$ cat config.mk
export PLATFORM = sky130hd
export DESIGN_NAME = psum_writeback
export DESIGN_NICKNAME = d
export VERILOG_FILES = /design/src/rtl/psum_writeback_pkg.sv /design/src/rtl/psum_writeback_sat_add.sv /design/src/rtl/psum_writeback.sv
export SDC_FILE = /design/constraint.sdc
export NUM_CORES = 1
export LEC_CHECK = 0
export ABC_AREA = 1
export CAP_MARGIN = 20
export CELL_PAD_IN_SITES_DETAIL_PLACEMENT = 1
export CELL_PAD_IN_SITES_GLOBAL_PLACEMENT = 1
export CORE_MARGIN = 3
export CORE_UTILIZATION = 41
export DETAILED_ROUTE_END_ITERATION = 8
export PLACE_DENSITY = 0.95
export SYNTH_ARGS = -nofsm -noshare
export SYNTH_HDL_FRONTEND = slang
export SYNTH_SLANG_ARGS = --single-unit
$ cat constraint.sdc
create_clock -name clk -period 3.75 [get_ports clk]
set_input_delay 0.75 -clock clk [delete_from_list [all_inputs] [get_ports clk]]
set_output_delay 0.75 -clock clk [all_outputs]
set_load 0.03 [all_outputs]
$ cat src/rtl/psum_writeback_pkg.sv
// Shared types and helpers for the partial-sum writeback stage.
// Holds the FSM state encoding and the per-lane saturating add.
package psum_writeback_pkg;

    typedef enum logic [2:0] {
        ST_IDLE,
        ST_POP,
        ST_RD,
        ST_ADD,
        ST_WR,
        ST_DONE
    } state_e;

    // Operands arrive sign-extended to 64 bits; bw is the real lane width (<= 32).
    // The wide sum cannot overflow, so clamping against the bw-bit range is exact.
    function automatic logic signed [63:0] sat_add_lane(
        input logic signed [63:0] a,
        input logic signed [63:0] b,
        input int unsigned        bw
    );
        logic signed [63:0] s;
        logic signed [63:0] hi;
        logic signed [63:0] lo;
        s  = a + b;
        hi = (64'sd1 <<< (bw - 1)) - 64'sd1;
        lo = -(64'sd1 <<< (bw - 1));
        if (s > hi) begin
            return hi;
        end else if (s < lo) begin
            return lo;
        end
        return s;
    endfunction

endpackage

$ cat src/rtl/psum_writeback_sat_add.sv
// Column-parallel saturating adder: col independent signed lanes, no carry
// between lanes.
module psum_sat_add
    import psum_writeback_pkg::*;
#(
    parameter int psum_bw = 16,
    parameter int col     = 8
) (
    input  logic [psum_bw*col-1:0] a_i,
    input  logic [psum_bw*col-1:0] b_i,
    output logic [psum_bw*col-1:0] sum_o
);

    for (genvar i = 0; i < col; i++) begin : g_lane
        assign sum_o[i*psum_bw +: psum_bw] = psum_bw'(sat_add_lane(
            64'($signed(a_i[i*psum_bw +: psum_bw])),
            64'($signed(b_i[i*psum_bw +: psum_bw])),
            psum_bw));
    end

endmodule

$ cat src/rtl/psum_writeback.sv
// Drains OFIFO partial-sum vectors into the psum SRAM at consecutive
// addresses, optionally accumulating onto the stored vector with saturation.
module psum_writeback
    import psum_writeback_pkg::*;
#(
    parameter int psum_bw = 16,
    parameter int col     = 8,
    parameter int addr_bw = 11,
    parameter int len_bw  = 8
) (
    input  logic                   clk,
    input  logic                   reset,
    input  logic                   start,
    input  logic                   acc_en,
    input  logic [addr_bw-1:0]     base_addr,
    input  logic [len_bw-1:0]      len,
    input  logic                   ofifo_valid,
    input  logic [psum_bw*col-1:0] ofifo_data,
    output logic                   ofifo_rd,
    output logic                   mem_cen,
    output logic                   mem_wen,
    output logic [addr_bw-1:0]     mem_addr,
    output logic [psum_bw*col-1:0] mem_d,
    input  logic [psum_bw*col-1:0] mem_q,
    output logic                   busy,
    output logic                   done
);

    state_e                 state_q, state_d;
    logic                   acc_q;
    logic [len_bw-1:0]      len_q;
    logic [len_bw-1:0]      cnt_q;
    logic [addr_bw-1:0]     ptr_q;
    logic [psum_bw*col-1:0] hold_q;
    logic [psum_bw*col-1:0] sum;

    logic                   mem_cen_q, mem_wen_q, busy_q, done_q;
    logic [addr_bw-1:0]     mem_addr_q;
    logic [psum_bw*col-1:0] mem_d_q;

    psum_sat_add #(
        .psum_bw(psum_bw),
        .col    (col)
    ) u_sat_add (
        .a_i  (hold_q),
        .b_i  (mem_q),
        .sum_o(sum)
    );

    always_comb begin
        state_d = state_q;
        unique case (state_q)
            ST_IDLE: if (start) state_d = (len == '0) ? ST_DONE : ST_POP;
            ST_POP:  if (ofifo_valid) state_d = acc_q ? ST_RD : ST_WR;
            ST_RD:   state_d = ST_ADD;
            ST_ADD:  state_d = ST_WR;
            ST_WR:   state_d = (cnt_q == len_q - len_bw'(1)) ? ST_DONE : ST_POP;
            ST_DONE: state_d = ST_IDLE;
            default: state_d = ST_IDLE;
        endcase
    end

    // Memory-side outputs are registered from the next state, so they line up
    // with the cycle the FSM actually sits in RD or WR.
    always_ff @(posedge clk or negedge reset) begin
        if (!reset) begin
            state_q    <= ST_IDLE;
            acc_q      <= 1'b0;
            len_q      <= '0;
            cnt_q      <= '0;
            ptr_q      <= '0;
            hold_q     <= '0;
            mem_cen_q  <= 1'b1;
            mem_wen_q  <= 1'b1;
            mem_addr_q <= '0;
            mem_d_q    <= '0;
            busy_q     <= 1'b0;
            done_q     <= 1'b0;
        end else begin
            state_q   <= state_d;
            busy_q    <= (state_d != ST_IDLE);
            done_q    <= (state_d == ST_DONE);
            mem_cen_q <= !((state_d == ST_RD) || (state_d == ST_WR));
            mem_wen_q <= (state_d != ST_WR);
            if ((state_d == ST_RD) || (state_d == ST_WR)) begin
                mem_addr_q <= ptr_q;
            end

            unique case (state_q)
                ST_IDLE: begin
                    if (start) begin
                        acc_q <= acc_en;
                        len_q <= len;
                        cnt_q <= '0;
                        ptr_q <= base_addr;
                    end
                end
                ST_POP: begin
                    if (ofifo_valid) begin
                        hold_q <= ofifo_data;
                        if (!acc_q) mem_d_q <= ofifo_data;
                    end
                end
                ST_ADD: begin
                    hold_q  <= sum;
                    mem_d_q <= sum;
                end
                ST_WR: begin
                    ptr_q <= ptr_q + addr_bw'(1);
                    cnt_q <= cnt_q + len_bw'(1);
                end
                default: ;
            endcase
        end
    end

    assign ofifo_rd = (state_q == ST_POP) && ofifo_valid;
    assign mem_cen  = mem_cen_q;
    assign mem_wen  = mem_wen_q;
    assign mem_addr = mem_addr_q;
    assign mem_d    = mem_d_q;
    assign busy     = busy_q;
    assign done     = done_q;

endmodule
==> key figures <==
Setup path
  • Worst path cell trace: clkdlybuf4s50_1 -> ha_1 -> fa_1 -> nand2_1 -> nand2_1 -> nand3_1 -> nand2_2 -> nand2_1 -> nand2_1 -> nand2_1 -> nand2_2 -> a21oi_4 -> nand2_1 -> nand3_1 -> nand2_1
  • CP bufs+invs: 1
  • Worst Path Required: 4.19 ns
  • Critical Path AT: 3.62 ns
  • Max incr delay on CP: 0.51 ns
  • Worst r2r path cells: 14
  • Slowest cell on crit path: a21oi_4
  • R2R Setup Slk: 0.85 ns
  • Cell family with most CP delay: simple AND/OR/NAND/NOR gates
  • WS Path Type: in -> reg
  • Worst setup SP type: primary input
  • Peak fanout along the critical path: 15
  • Reg2Reg Launch Point: hold_q[112]$_DFFE_PN0P_
  • Critical Path End Type: flip-flop
  • CP dominant cell by count: nand2_1
  • Reg-to-reg endpoint: hold_q[117]$_DFFE_PN0P_

GRT
  • First-pass GRT wire length: 141,300 um
  • Largest net degree at the start of global routing: 123
  • Gr ovfl total: 0
  • Number of global-route vias before repair: 26,340
  • Initial antenna violation count: 13
  • Total track usage: 0.3117

Layout
  • Fillers: 6,697
  • Layout area overhead: 29.03%
  • Share of layout cells above drive strength 1: 0.08128
  • Nets: 4,043

Power
  • Worst VDD drop: 1.109 mV
  • Leakage: 14.98 nW
  • PD cells: 955.0 mW/mm2

Die
  • Core Area: 0.05276 mm2
  • Site Rows: 84
  • Die W: 237.3 um
  • IO Count: 424
  • Starting density of the core: 0.4157
  • Die area: 0.05630 mm2
  • Height of the die: 237.3 um

CTS
  • CTS tree: built
  • H-Tree Depth: 2
  • CTS buffer count: 39
  • CTS sink cnt: 302
  • Clk Tree Root Cell: clkbuf_16
  • # Post-CTS Setup Buffers: 0
  • Clock transition at path regs: 0.07 ns
  • Post_cts resized: 0
  • Hold Buf Count CTS: 0
  • Max Root-Sink Buffers: 3
  • Skew-Pair Late Insertion Delay: 0.58 ns

Timing
  • # setup viols final: 0
  • RSZ-0062 raised after global routing: false
  • Setup TNS: 0 ns
  • Relative slew margins: 0.2519
  • Max Slew Vio Count: 0
  • Peak Freq: 0.3145 GHz
  • Slew @ Worst Pin: 1.122 ns
  • Final Skew: 0.03825 ns
  • Final Critical Period: 3.179 ns
  • Fin Hold WS: 0.2046 ns
  • Fin. Hold Viols: 0
  • Tcrit/Tclk final: 0.8478

Synthesis
  • FFs w/ async S/R, synth: 1.000
  • Mapped cell area: 0.02193 mm2
  • Count leader, synth: nand2_1
  • Synth Flop Type: dfrtp_1
  • Top cell type by total area after synthesis: dfrtp_1
  • Library cells used by synthesis: 51
  • Synth top area share: 0.3423
  • Synth warn: 0
  • Synth Instances: 3,231
  • FF+latch count, synth: 302
  • Synth top cells by count: nand2_1, inv_1, dfrtp_1
  • Syn nets: 3,650
  • Register area share after synthesis: 0.3447
  • Ranking of synthesized cells by area: dfrtp_1, nand2_1, ha_1
  • Avg Inst Size Synth: 6.788 um2
  • Number of enable flip-flop cells after synthesis: 0

Outcome
  • Status: finished, final reports clean

Routing
  • Via count: 23,640
  • Antenna-violating nets left: 0
  • Vias per inst: 5.431
  • Avg WL per Cell: 20.54 um
  • Pre-antenna DRT Iters: 5
  • Drt drc: 0
  • Post-Route WL: 89,390 um
  • Initial DRC Count: 1,291

Min path
  • Hold Path Class: in -> async

Job
  • MaxCap Viol Count: 0

Placement
  • Gpl congestion: 0.9146
  • IO Port Bufs: 423
  • Hpwl dp: 60,880 um
==> per-stage QoR <==
stage	area [um2]	utilization	setup slack, ns	power, mW	std cells
after floorplan	21930	-	1.163	16.84	3231
after global placement	26870	0.5092	0.2601	21.32	4271
after detailed placement	26870	0.5092	0.1286	22.22	4271
after CTS	28270	0.5358	0.6292	27.03	4342
after global routing	28290	0.5363	0.4210	29.06	4351
final	28300	0.5364	0.5706	27.03	4353
==> logic make-up (layout without fill, tap and decap cells) <==
family,Yosys count,after routing,share of synthesized area
xor+xnor,90,90,0.03594
other cells,0,11,0
compound gates,191,191,0.05169
simple gates,2090,2090,0.4076
fa+ha+maj,139,139,0.08204
buf+inv,419,842,0.07805
flops,302,302,0.3447
==> worst max path at each step <==
| stage | cells after the start | end | slack [ns] | startpoint |
|---|---|---|---|---|
| final | 15 | hold_q[117]$_DFFE_PN0P_ | 0.57 | mem_q[112] |
| after global routing | 20 | hold_q[33]$_DFFE_PN0P_ | 0.42 | mem_q[32] |
| after CTS | 6 | ofifo_rd | 0.63 | state_q[2]$_DFF_PN0_ |
| after detailed placement | 20 | mem_d[39]$_DFFE_PN0P_ | 0.13 | mem_q[32] |
| after global placement | 18 | mem_d[101]$_DFFE_PN0P_ | 0.26 | mem_q[96] |
| after floorplan | 14 | hold_q[85]$_DFFE_PN0P_ | 1.16 | mem_q[80] |
==> sequential cells by signal, indices dropped and copies added, names as in the netlist, 3 cells and up <==
register / count
len_q: 8
hold_q: 128
cnt_q: 8
ptr_q: 11
state_q: 3
mem_d: 128
mem_addr: 11
==> layout by cell type (no fill, tap or decap), drive strengths merged, types with 49 or more instances in the layout <==
master         count
ha               131
nor2             134
clkbuf            50
dfrtp            300
nand3            282
a21oi            105
nand2           1470
or2              113
clkdlybuf4s50    422
inv              322
o21ai             49
==> where the power goes <==
| group | leakage, nW | internal [mW] | switching [mW] |
|---|---|---|---|
| logic | 10.5 | 5.81 | 11.1 |
| clock network | 0.676 | 2.52 | 1.66 |
| registers | 3.75 | 4.85 | 1.12 |
| total | 15.0 | 13.2 | 13.8 |
==> layout make-up <==
type	instances	area, um2	share of cell area
multi-input cells	2510	12670	0.4478
flip-flops and latches	302	7560	0.2671
repair buffers	449	4559	0.1611
inverters	322	1216	0.04298
clock buffers	50	1109	0.03917
well taps	688	860.8	0.03042
clock inverters	21	294.0	0.01039
diodes	11	27.53	0.0009727
==> layer usage <==
| metal | vias up | share of wire | GRT usage |
|---|---|---|---|
| li1 | 10900 | - | - |
| met1 | 11640 | 0.39 | 0.3528 |
| met2 | 800 | 0.50 | 0.5573 |
| met3 | 296 | 0.058 | 0.06254 |
| met4 | 6 | 0.053 | 0.1608 |
| met5 | - | 0.00044 | 0 |
Power figures use the tool's default switching activity.
